**src/rtl/copro_result_buffer.sv**
```systemverilog
// Result FIFO between the coprocessor ALU and the CV-X-IF result channel.
// Absorbs every ALU result and throttles issue so that no result is dropped.
module copro_result_buffer #(
    parameter int unsigned XLEN  = 32,
    parameter int unsigned DEPTH = 4,
    parameter type hartid_t = logic,
    parameter type id_t     = logic
) (
    input  logic                       clk_i,
    input  logic                       rst_ni,
    input  logic                       alu_valid_i,
    input  logic [XLEN-1:0]            alu_result_i,
    input  hartid_t                    alu_hartid_i,
    input  id_t                        alu_id_i,
    input  logic [4:0]                 alu_rd_i,
    input  logic                       alu_we_i,
    output logic                       result_valid_o,
    input  logic                       result_ready_i,
    output logic [XLEN-1:0]            result_data_o,
    output hartid_t                    result_hartid_o,
    output id_t                        result_id_o,
    output logic [4:0]                 result_rd_o,
    output logic                       result_we_o,
    output logic                       issue_stall_o,
    output logic [$clog2(DEPTH+1)-1:0] count_o,
    output logic                       overflow_o
);

    localparam int unsigned PW = $clog2(DEPTH);
    localparam int unsigned CW = $clog2(DEPTH + 1);

    typedef struct packed {
        logic [XLEN-1:0] data;
        hartid_t         hartid;
        id_t             id;
        logic [4:0]      rd;
        logic            we;
    } entry_t;

    entry_t          mem [DEPTH];
    entry_t          wr_entry;
    entry_t          head;
    logic [PW-1:0]   rptr;
    logic [PW-1:0]   wptr;
    logic [CW-1:0]   count;
    logic            overflow;
    logic            full;
    logic            push;
    logic            pop;
    logic            drop;

    assign full = (count == CW'(DEPTH));
    assign pop  = result_valid_o && result_ready_i;
    // A full FIFO still accepts a result when the head leaves in the same cycle.
    assign push = alu_valid_i && (!full || pop);
    assign drop = alu_valid_i && full && !pop;

    assign wr_entry = '{
        data:   alu_result_i,
        hartid: alu_hartid_i,
        id:     alu_id_i,
        rd:     alu_rd_i,
        we:     alu_we_i
    };

    always_ff @(posedge clk_i or negedge rst_ni) begin
        if (!rst_ni) begin
            rptr     <= '0;
            wptr     <= '0;
            count    <= '0;
            overflow <= 1'b0;
            for (int i = 0; i < DEPTH; i++) begin
                mem[i] <= '0;
            end
        end else begin
            if (push) begin
                mem[wptr] <= wr_entry;
                wptr      <= wptr + PW'(1);
            end
            if (pop) begin
                rptr <= rptr + PW'(1);
            end
            if (push && !pop) begin
                count <= count + CW'(1);
            end else if (pop && !push) begin
                count <= count - CW'(1);
            end
            if (drop) begin
                overflow <= 1'b1;
            end
        end
    end

    assign head = mem[rptr];

    assign result_valid_o  = (count != '0);
    assign result_data_o   = head.data;
    assign result_hartid_o = head.hartid;
    assign result_id_o     = head.id;
    assign result_rd_o     = head.rd;
    assign result_we_o     = head.we;

    // Occupancy plus the result already in flight inside the ALU.
    assign issue_stall_o = ({1'b0, count} + {{CW{1'b0}}, alu_valid_i})
                           >= (CW + 1)'(DEPTH);

    assign count_o    = count;
    assign overflow_o = overflow;

endmodule
```
**config.mk**
```make
export PLATFORM = sky130hd
export DESIGN_NAME = copro_result_buffer
export DESIGN_NICKNAME = d
export VERILOG_FILES = /design/src/rtl/copro_result_buffer.sv
export SDC_FILE = /design/constraint.sdc
export NUM_CORES = 1
export LEC_CHECK = 0
export CORE_AREA = 10 10 144 146
export DETAILED_ROUTE_END_ITERATION = 8
export DIE_AREA = 0 0 154 156
export REMOVE_ABC_BUFFERS = 1
export SYNTH_ARGS = -nofsm -noshare
export SYNTH_HDL_FRONTEND = slang
export SYNTH_SLANG_ARGS = --single-unit
```
**constraint.sdc**
```tcl
create_clock -name clk_i -period 2.5 [get_ports clk_i]
set_clock_uncertainty 0.1 [all_clocks]
set_input_delay 0.5 -clock clk_i [delete_from_list [all_inputs] [get_ports clk_i]]
set_output_delay 0.5 -clock clk_i [all_outputs]
set_load 0.03 [all_outputs]
```
Word level (Yosys, flattened, before mapping)
Cells that the tools add are included.
{"block": "totals", "word_cells": 57, "inputBits": 44, "reg_bits": 168, "output_inout_bits": 46}
{"block": "classes", "eq_ne": 1, "n_lt_le_gt_ge": 4, "n_addsub": 5, "n_mux": 8, "reduce_logical": 13, "bitwise": 2}
{"op": "$bwmux 160", "n": 1}
{"op": "$mux 40", "n": 3}
{"op": "$bmux 40 s2", "n": 1}
{"op": "$demux 40 s2", "n": 1}
{"op": "$logic_and 1x1->1", "n": 7}
{"op": "$ge 3x3->1 const B", "n": 2}
{"op": "$mux 3", "n": 2}
{"op": "$not 2->3", "n": 2}
{"op": "$add 2x1->2 const B", "n": 2}
{"op": "$add 3x1->4", "n": 1}
{"op": "$ge 4x3->1 const B", "n": 1}
{"op": "$add 3x1->3 const B", "n": 1}
{"op": "$eq 3x3->1 const B", "n": 1}
{"op": "$logic_not 1->1", "n": 3}
{"op": "$lt 3x1->1 const B", "n": 1}
{"op": "$reduce_bool 3->1", "n": 1}
{"op": "$sub 3x1->3 const B", "n": 1}
{"op": "$reduce_bool 2->1", "n": 1}
{"op": "$logic_or 1x1->1", "n": 1}

Logic depth before layout (Yosys ltp)
Gate-level depths: netlist of the first run.
{"block": "depth", "depth_word": 8, "ltp_mapped": 8, "mapped_depth_nobuf": 8}

Least setup slack after synthesis of the first run
OpenSTA, ideal clock, no wires.
{"block": "synth_path", "kind": "flip-flop to flip-flop", "from": "register count[1] (netlist: count_o[1])", "to": "register count[2] (netlist: count_o[2])", "required_ps": 2319, "path_stages_with_launch": 9, "arrival_time_ps": 2242, "path_buffers": 0, "path_slack_ps": 77, "path_cell_list": "dfrtp_1 -> or3_1 -> nand2_1 -> ha_1 -> inv_1 -> fa_1 -> xor2_1 -> nor2_1 -> xor2_1"}
{"block": "synth_between", "elab_chain_len": 7}
{"element": "start: declaration", "line": "45", "text": "logic [CW-1:0] count;"}
{"element": "start signal: assignment", "line": "84", "text": "count <= count + CW'(1);"}
{"element": "start signal: assignment", "line": "86", "text": "count <= count - CW'(1);"}
{"element": "$reduce_bool 3->1 (*)", "line": "96", "text": "assign result_valid_o = (count != '0);"}
{"element": "net result_valid_o", "line": "17", "text": "output logic result_valid_o,"}
{"element": "$logic_and 1x1->1 (*)", "line": "53", "text": "assign pop = result_valid_o && result_ready_i;"}
{"element": "$logic_or 1x1->1", "line": "55", "text": "assign push = alu_valid_i && (!full || pop);"}
{"element": "$logic_and 1x1->1", "line": "55"}
{"element": "$logic_not 1->1", "line": "85", "text": "end else if (pop && !push) begin"}
{"element": "$logic_and 1x1->1", "line": "85"}
{"element": "$reduce_bool 2->1 (no source line)"}
Mark *: on every way through the listed nets, which the timed path passes. The rest lies on a longest branch. The select of a mux whose other input is x is not followed.
A chain may end at the register's enable or synchronous reset.

Final worst setup path of the first run
{"block": "layout_path", "from": "register rptr[0]", "to": "output port result_data_o[16]"}
{"block": "layout_between", "elab_chain_len": 4}
{"element": "start: declaration", "line": "43", "text": "logic [PW-1:0] rptr;"}
{"element": "start signal: assignment", "line": "81", "text": "rptr <= rptr + PW'(1);"}
{"element": "$not 2->3 (implied by the code)", "line": "94", "text": "assign head = mem[rptr];"}
{"element": "$bmux 40 s2", "line": "94"}
{"element": "$mux 40 (implied by the code) (2 in a row)", "line": "94"}
{"element": "end: declaration", "line": "19", "text": "output logic [XLEN-1:0] result_data_o,"}
Every way passes these cells. The select of a mux whose other input is x is not followed.

==> results of run 1 <==
## layout by cell type (no fill, tap or decap), types with 3 or more instances in the layout
cell,n
inv_6,5
inv_1,3
nand2_1,5
clkdlybuf4s50_1,46
dfrtp_1,166
buf_12,14
clkinvlp_4,3
ha_1,5
buf_2,38
clkbuf_16,17
mux2_2,162
nor2_4,4
buf_4,12
mux4_2,40
xnor2_1,4
## per-stage QoR
step / TNS [ns] / setup slack [ns]
after global placement: -0.174 / -0.160
after global routing: -0.820 / -0.0542
after detailed placement: -0.318 / -0.215
after floorplan: -119.93 / -0.606
after CTS: -0.560 / -0.0938
final: 0 / 0.0123
## registers in the layout, indices dropped and copies added, names as in the netlist
signal      count
overflow_o      1
count_o         3
mem           160
wptr            2
rptr            2
## area by class of cell
type                    count  area share (%)
inverters                   3           0.122
well taps                 229            3.11
flip-flops and latches    168            45.7
multi-input cells         230            32.5
repair buffers            115            11.9
clock inverters            13            1.71
clock buffers              19            4.92
## cell families after synthesis
group / synth area share [%]
AOI/OAI and AO/OA: 0.237
xor gates and xnor gates: 0.710
adders and majority gates: 1.12
buffers and inverters: 3.18
DFF: 56.8
muxes: 36.8
and+or+nand+nor: 1.10
## worst reg2reg max path, cell delays in order (launching register included)
cell and delay, ns:
dfrtp_1 0.47, or3_1 0.41, nand2_1 0.15, ha_1 0.18, inv_1 0.06, fa_1 0.37, xor2_1 0.15, nor2_1 0.12
xor2_1 0.15
## power by group through the flow
stage | Sequential [mW] | Clock, mW | Combinational (mW)
floorplan | 4.93 | 0 | 4.62
global placement | 4.79 | 0 | 7.38
detailed placement | 4.92 | 0 | 7.49
CTS | 4.89 | 2.77 | 6.96
global route | 5.05 | 2.88 | 7.30
finish | 4.85 | 2.69 | 6.82
## layer usage
metal | global-route usage, % | vias to the layer above | routed length (um)
met3 | 4.44 | 6 | 698
met2 | 22.1 | 68 | 7780
met4 | 3.64 | 0 | 71
met1 | 17.8 | 2168 | 7470
li1 | - | 1805 | -
met5 | 0 | - | 0
## worst min-delay path by stage
stage	to	slack (ns)	depth (start not counted)
after floorplan	count_o[0]	0.10	0
after global placement	mem[159]	0.35	1
after detailed placement	overflow_o	0.35	1
after CTS	overflow_o	0.38	1
after global routing	overflow_o	0.39	1
final	overflow_o	0.37	1
## timing repair
| action | in CTS | in global routing |
|---|---|---|
| buffers inserted | 0 | 2 |
| hold buffers | 1 | 0 |
| gates cloned | 1 | 0 |
| pin swaps | 0 | 0 |
| resized for setup | 192 | 7 |
| endpoints found under the setup margin | 40 | 11 |
| endpoints found under the hold margin | 45 | 0 |
==> reports/qor.yml, run 1 <==
run_status:
  status: "finished clean"
die:
  rows: 49
  die_area_um2: 24000
  die_w_um: 154
  coreArea_um2: 17800
  num_io_pins: 90
  initial_core_util_pct: 41.5
  die_y_um: 156
synth:
  yosys.area.top_type: "dfrtp_1"
  synthCells: 427
  yosys-top-cells-count: "dfrtp_1, mux2_2, mux4_2"
  yosys_warnings: 0
  synthTopCellsByArea: "dfrtp_1, mux2_2, mux4_2"
  syn_avg_cell_area_um2: 17.3
  synth_area_um2: 7400
  yosys_most_used_dff: "dfrtp_1"
  ys_seq_area_share_pct: 56.8
  synth_cell_types: 20
  synth.most_common_cell: "dfrtp_1"
  synth-edff-count: 0
  post-synth-top-area-fraction_pct: 56.8
  postSynth.asyncResetShare_pct: 100
  ys_seq_elements: 168
sta:
  hold_slack_ns: 0.367
  final.period_utilization_pct: 99.5
  finalMaxSlewViolations: 0
  clock.fmax_mhz: 402
  rsz0062_at_grt: "yes"
  min_period_ns: 2.49
  hold_viol: 0
  setup_viol: 0
  slew_headroom_pct: 69.3
  worst_pin_slew_ns: 0.461
setup_path:
  end_kind: "primary output"
  path_buf_inv: 2
  path_cells: "bufbuf_16, mux4_2, buf_4"
  r2r_cells: 8
  crit_family: "multiplexers"
  path_max_fanout: 9
  slowest_stage: "mux4_2"
  required_ns: 1.90
  crit_end: "result_data_o[16]"
  reg2reg_setup_slack_ns: 0.26
  crit_arrival_ns: 1.89
  reg2reg_to: "count_o[2]"
  rr_startpoint: "count_o[1]"
  crit_cells: 3
  cp-start-kind: "flop"
  crit_start: "rptr[0]"
  critical-path-max-stage-delay_ns: 0.52
  path_class: "flop to primary output"
global_routing:
  antenna_found_initial: 0
  grt_pass1_vias: 4740
  grt.overflow.total: 0
  grt_max_degree: 61
  grt_pass1_wl_mm: 26.3
  grtUsageTotal_pct: 13.9
power:
  p_per_area_nw_per_um2: 1560
  power_leakage_nw: 3.83
  share_comb_of_total_power_pct: 47.5
  p_clk_share_pct: 18.7
  finalPower_mw: 14.4
  power.internal_mw: 9.13
  seqPwrFrac_pct: 33.8
  peakVddDrop_mv: 0.752
  switching_share_pct: 36.4
  power_switching_mw: 5.24
clock_tree:
  clk_path_buf_depth: 2
  cts_tree: "yes"
  cts_made_buffers: 17
  htreeDepth: 4
  clk_latency_ns: 0.42
  clock-sinks: 168
  clock-root-buffer: "clkbuf_16"
  clk_pin_slew_ns: 0.07
placed_design:
  io_buffers: 89
  place.gp.congestion: 0.731
  placed_cell_area_um2: 8720
  dp_cells: 741
  dp_hpwl_mm: 10.5
hold_path:
  hp-class: "flop to flop"
  worstHoldStart: "overflow_o"
flow_run:
  drv_cap: 0
route:
  routedWlPerCell_um: 20.6
  via_per_inst: 5.21
  drt_iter0_drc: 168
  num_vias: 4047
  wl_mm: 16.0
  firstDrtPassIters: 4
  ant_nets: 0
  drc: 0
cells_and_area:
  syn_to_final_growth_pct: 24.4
  drive_above_1_share_pct: 56.8
  multiInputGateArea_um2: 2990
  stdcell_count: 777
  nets: 585
  num_antenna_cells: 0
  postLayoutCoreUtil_pct: 51.6
  n_fill_cell: 1469
  design_area_um2: 9200
  regArea_um2: 4210
No activity file was read; power rests on OpenSTA's default activity.
==> run 2: changes to the inputs <==
Settings changed: DONT_BUFFER_PORTS set to 1, SKIP_LAST_GASP set to 1, SLEW_MARGIN set to 15.
==> run 2 against run 1 <==
  * The flow now finishes with violations (hold timing)
  * Via count is 8.2% lower
  * Hold slack worse by 0.68 ns
  * Total power is 7.7% lower
  * Sequential share of layout area is 5.3 points higher
  * Non-clock buffer count is 98 lower
  * Critical path depth is 1 lower
  * Worst setup slack better by 0.13 ns
  * Core utilization is 5.4 points lower
  * Sequential power hardly changed
  * Critical path type unchanged
  * Highest routed layer unchanged
==> reports/qor.yml, run 2 (same netlist as run 1, synthesis figures left out) <==
run_status:
  status: "finished with violations"
  violations: "hold timing"
route:
  dr_wl_met3_um: 948
  num_vias: 3714
  via_per_inst: 5.46
  ant_nets: 0
  met2WireLength_mm: 7.89
  wl_mm: 15.9
  firstDrtPassIters: 4
  highest_layer: "met4"
  drt_iter0_drc: 95
  drt-met1-wl_mm: 6.97
  routedWlPerCell_um: 23.4
  drc: 0
cells_and_area:
  drive_above_1_share_pct: 57.6
  num_antenna_cells: 0
  syn_to_final_growth_pct: 11.4
  final_common_cell: "dfrtp_1"
  postLayoutCoreUtil_pct: 46.2
  n_fill_cell: 1538
  largest_reg_flops: 160
  largest_register: "mem"
  stdcell_count: 680
  nets: 491
  final_cell_mix: "dfrtp_1, mux2_2, mux4_2"
sta:
  setup_viol: 0
  min_period_ns: 2.36
  hold_viol: 168
  clock.fmax_mhz: 424
  worst_pin_slew_ns: 0.932
  hold_slack_ns: -0.315
  finalMaxSlewViolations: 0
  rsz0062_at_grt: "no"
  final.period_utilization_pct: 94.3
  slew_headroom_pct: 37.8
die:
  die_y_um: 156
  num_io_pins: 90
  coreArea_um2: 17800
  initial_core_util_pct: 41.5
  die_w_um: 154
  rows: 49
  die_area_um2: 24000
clock_tree:
  cts_tree: "yes"
  htreeDepth: 4
  clock-root-buffer: "clkbuf_16"
  cts_made_buffers: 17
  clk_latency_ns: 0.41
  clk_path_buf_depth: 2
  clock-sinks: 168
  clk_pin_slew_ns: 0.06
global_routing:
  grt_pass1_wl_mm: 25.2
  grt_pass1_vias: 4350
  grtUsageTotal_pct: 13.5
  grt_max_degree: 169
  antenna_found_initial: 0
  grt.overflow.total: 0
power:
  power.internal_mw: 8.37
  peakVddDrop_mv: 0.725
  power_switching_mw: 4.89
  p_per_area_nw_per_um2: 1610
  finalPower_mw: 13.3
  power_leakage_nw: 3.35
  share_comb_of_total_power_pct: 44.3
  seqPwrFrac_pct: 36.5
  switching_share_pct: 36.9
  p_clk_share_pct: 19.2
placed_design:
  dp_hpwl_mm: 9.56
  place.gp.congestion: 0.705
  dp_cells: 647
  io_buffers: 0
flow_run:
  drv_cap: 0
setup_path:
  path_max_fanout: 22
  required_ns: 1.90
  crit_arrival_ns: 1.76
  end_kind: "primary output"
  path_class: "flop to primary output"
  cp-start-kind: "flop"
hold_path:
  hp-class: "input pin to async pin"
run 2: cell count changes in the layout (fill, tap and decap cells not counted), moves of 2 or more:
cell             previous run  this run
nor2_2                      0         4
inv_8                       2         0
clkinv_2                    0         2
clkinv_4                    1         3
buf_2                      38         0
buf_6                       2         0
clkinvlp_4                  3         0
buf_4                      12        15
inv_6                       5         0
buf_12                     14         2
clkdlybuf4s50_1            46         0
clkbuf_1                    0         2
run 2: power groups by stage:
stage / Sequential [mW] / Clock (mW) / Combinational (mW)
2_1_floorplan: 4.93 / 0 / 4.62
3_3_place_gp: 4.79 / 0 / 5.84
3_5_place_dp: 4.89 / 0 / 5.95
4_1_cts: 4.85 / 2.63 / 6.00
5_1_grt: 5.02 / 2.77 / 6.28
6_report: 4.84 / 2.55 / 5.87
run 2: final timing paths:
path,start,end,slack [ns],depth (start not counted)
setup / recovery,rptr[0],result_data_o[3],0.14,2
hold / removal,rst_ni,mem[85],-0.31,0
min in group clk_i,alu_valid_i,overflow_o,0.11,1
max in group asynchronous,rst_ni,mem[108],2.19,0
hold reg to reg,mem[16],mem[16],0.40,1
setup reg to reg,wptr[0],mem[18],0.19,6
run 2: final cells by class:
cell class / count / area (um^2) / share of cell area (%)
flip-flops and latches: 168 / 4210 / 51.1
multi-input cells: 234 / 3010 / 36.6
clock buffers: 22 / 474 / 5.75
well taps: 229 / 287 / 3.48
repair buffers: 17 / 153 / 1.85
clock inverters: 7 / 96.3 / 1.17
inverters: 3 / 11.3 / 0.137
run 2: worst max-delay path, stage by stage (launching register included):
cell and delay [ns]:
dfrtp_4 0.44, buf_12 0.23, mux4_2 0.66
run 2: metal layers:
metal	up-vias	track usage, %
li1	1611	-
met1	2027	16.7
met2	66	21.5
met3	10	5.27
met4	0	3.51
met5	-	0
run 2: what timing repair did:
item | in CTS | in global routing
pin swaps | 2 | 2
setup buffers | 0 | 0
hold endpoints to repair | 168 | 168
cloned | 2 | 2
endpoints found under the setup margin | 32 | 32
gates resized for setup | 0 | 0
run 2: stage by stage:
stage                     setup TNS (ns)  area (um^2)  worst slack [ns]
after floorplan                  -119.93         7170            -0.606
after global placement             -1.48         7650           -0.0535
after detailed placement           -1.29         7650           -0.0632
after CTS                         -0.309         8230           -0.0236
after global routing                   0         8240            0.0339
final                                  0         8240             0.143
==> run 3: changes to the inputs <==
Settings changed: SKIP_LAST_GASP 1 to not set.
==> run 3 against run 2 <==
  * The flow still finishes with violations (hold timing)
  * Die area did not move
  * Core utilization about the same
  * Final cell count decreased by 0.15%
  * First-iteration DRC count grew 25%
  * Global-route usage stayed put
  * Critical path depth grew 3
  * Worst setup slack lost 0.0053 ns
  * Register-to-register slack got worse by 0.05 ns
  * Non-clock buffer count is the same
  * Wire length is 1.3% lower
==> reports/qor.yml, run 3 (same netlist as run 1, synthesis figures left out) <==
route:
  drt_iter0_drc: 119
  firstDrtPassIters: 4
  via_per_inst: 5.45
  num_vias: 3702
  wl_mm: 15.7
  ant_nets: 0
  routedWlPerCell_um: 23.2
  drc: 0
global_routing:
  grt_pass1_vias: 4348
  antenna_found_initial: 0
  grt_max_degree: 169
  grt_pass1_wl_mm: 25.2
  grt.overflow.total: 0
  grtUsageTotal_pct: 13.5
setup_path:
  path_max_fanout: 25
  end_kind: "flop"
  required_ns: 2.70
  crit_arrival_ns: 2.56
  path_cells: "nor4b_4, buf_4, nor2_4, buf_6, mux2_2"
  path_class: "flop to flop"
  critical-path-max-stage-delay_ns: 0.74
  slowest_stage: "nor2_4"
  cp-start-kind: "flop"
cells_and_area:
  design_area_um2: 8240
  final_common_cell: "dfrtp_1"
  final_cell_mix: "dfrtp_1, mux2_2, mux4_2"
  largest_register: "mem"
  n_fill_cell: 1542
  drive_above_1_share_pct: 57.6
  nets: 490
  largest_reg_flops: 160
  syn_to_final_growth_pct: 11.4
  num_antenna_cells: 0
power:
  power_leakage_nw: 3.35
  finalPower_mw: 13.2
  peakVddDrop_mv: 0.725
  p_per_area_nw_per_um2: 1610
clock_tree:
  clock-sinks: 168
  clk_pin_slew_ns: 0.06
  clock-root-buffer: "clkbuf_16"
  htreeDepth: 4
  cts_made_buffers: 17
  clk_path_buf_depth: 2
  cts_tree: "yes"
  clk_latency_ns: 0.41
run_status:
  status: "finished with violations"
  violations: "hold timing"
placed_design:
  placed_cell_area_um2: 7650
  io_buffers: 0
  dp_hpwl_mm: 9.56
  place.gp.congestion: 0.705
  dp_slack_ns: -0.0632
sta:
  final.period_utilization_pct: 94.5
  hold_slack_ns: -0.314
  setup_tns_ns: 0
  slew_headroom_pct: 37.3
  min_period_ns: 2.36
  fin_ws_ns: 0.137
  clock.fmax_mhz: 423
  hold_viol: 168
  rsz0062_at_grt: "no"
  worst_pin_slew_ns: 0.939
  finalMaxSlewViolations: 0
  setup_viol: 0
hold_path:
  hp-class: "input pin to async pin"
die:
  rows: 49
  die_area_um2: 24000
  die_y_um: 156
  initial_core_util_pct: 41.5
  num_io_pins: 90
  die_w_um: 154
  coreArea_um2: 17800
flow_run:
  drv_cap: 0
run 3: cell types whose count changed in the layout (fill, tap and decap cells not counted):
cell    delta
buf_4      -1
buf_6      +1
nor2_2     -1
run 3: path summary, 6_finish.rpt:
kind / to / cells after the start / from / slack, ns
min reg2reg: mem[16] / 1 / mem[16] / 0.40
min in group clk_i: overflow_o / 1 / alu_valid_i / 0.11
max in group asynchronous: mem[108] / 0 / rst_ni / 2.22
min: mem[85] / 0 / rst_ni / -0.31
max reg2reg: mem[18] / 5 / count_o[2] / 0.14
max: mem[18] / 5 / count_o[2] / 0.14
run 3: critical path: cells and delay by family, from the launching register on:
kind / cells / cell delay, ns
simple gates: 2 / 0.87
buf+inv: 2 / 0.51
flops: 1 / 0.38
mux: 1 / 0.36
run 3: what timing repair did:
item / in CTS / in global routing
pin swaps: 2 / 1
gates cloned: 2 / 1
endpoints found under the hold margin: 168 / 168
setup buffers: 0 / 0
gates resized for setup: 1 / 0
endpoints found under the setup margin: 32 / 16
run 3: cell type report:
type	count	area [um^2]	area share, %
Inverter	3	11.3	0.137
Tap cell	229	287	3.48
Multi-Input combinational cell	233	3010	36.5
Timing Repair Buffer	17	156	1.90
Clock buffer	22	474	5.75
Sequential cell	168	4210	51.1
Clock inverter	7	96.3	1.17
run 3: through the flow:
stage	util [%]	instances
after floorplan	-	401
after global placement	42.9	647
after detailed placement	42.9	647
after CTS	46.2	678
after global routing	46.2	679
final	46.2	679
run 3: routing by layer:
layer,track usage (%),share of wire [%],vias up
met2,21.5,49,65
met4,3.51,0.78,0
li1,-,-,1612
met1,16.7,44,2015
met5,0,0,-
met3,5.27,6.0,10
run 3: power by group:
group	internal [mW]	switching [mW]	total, mW	leakage [nW]
sequential	4.14	0.699	4.83	1.99
combinational	2.70	3.16	5.86	1.09
clock	1.54	1.01	2.55	0.282
total	8.37	4.87	13.2	3.35
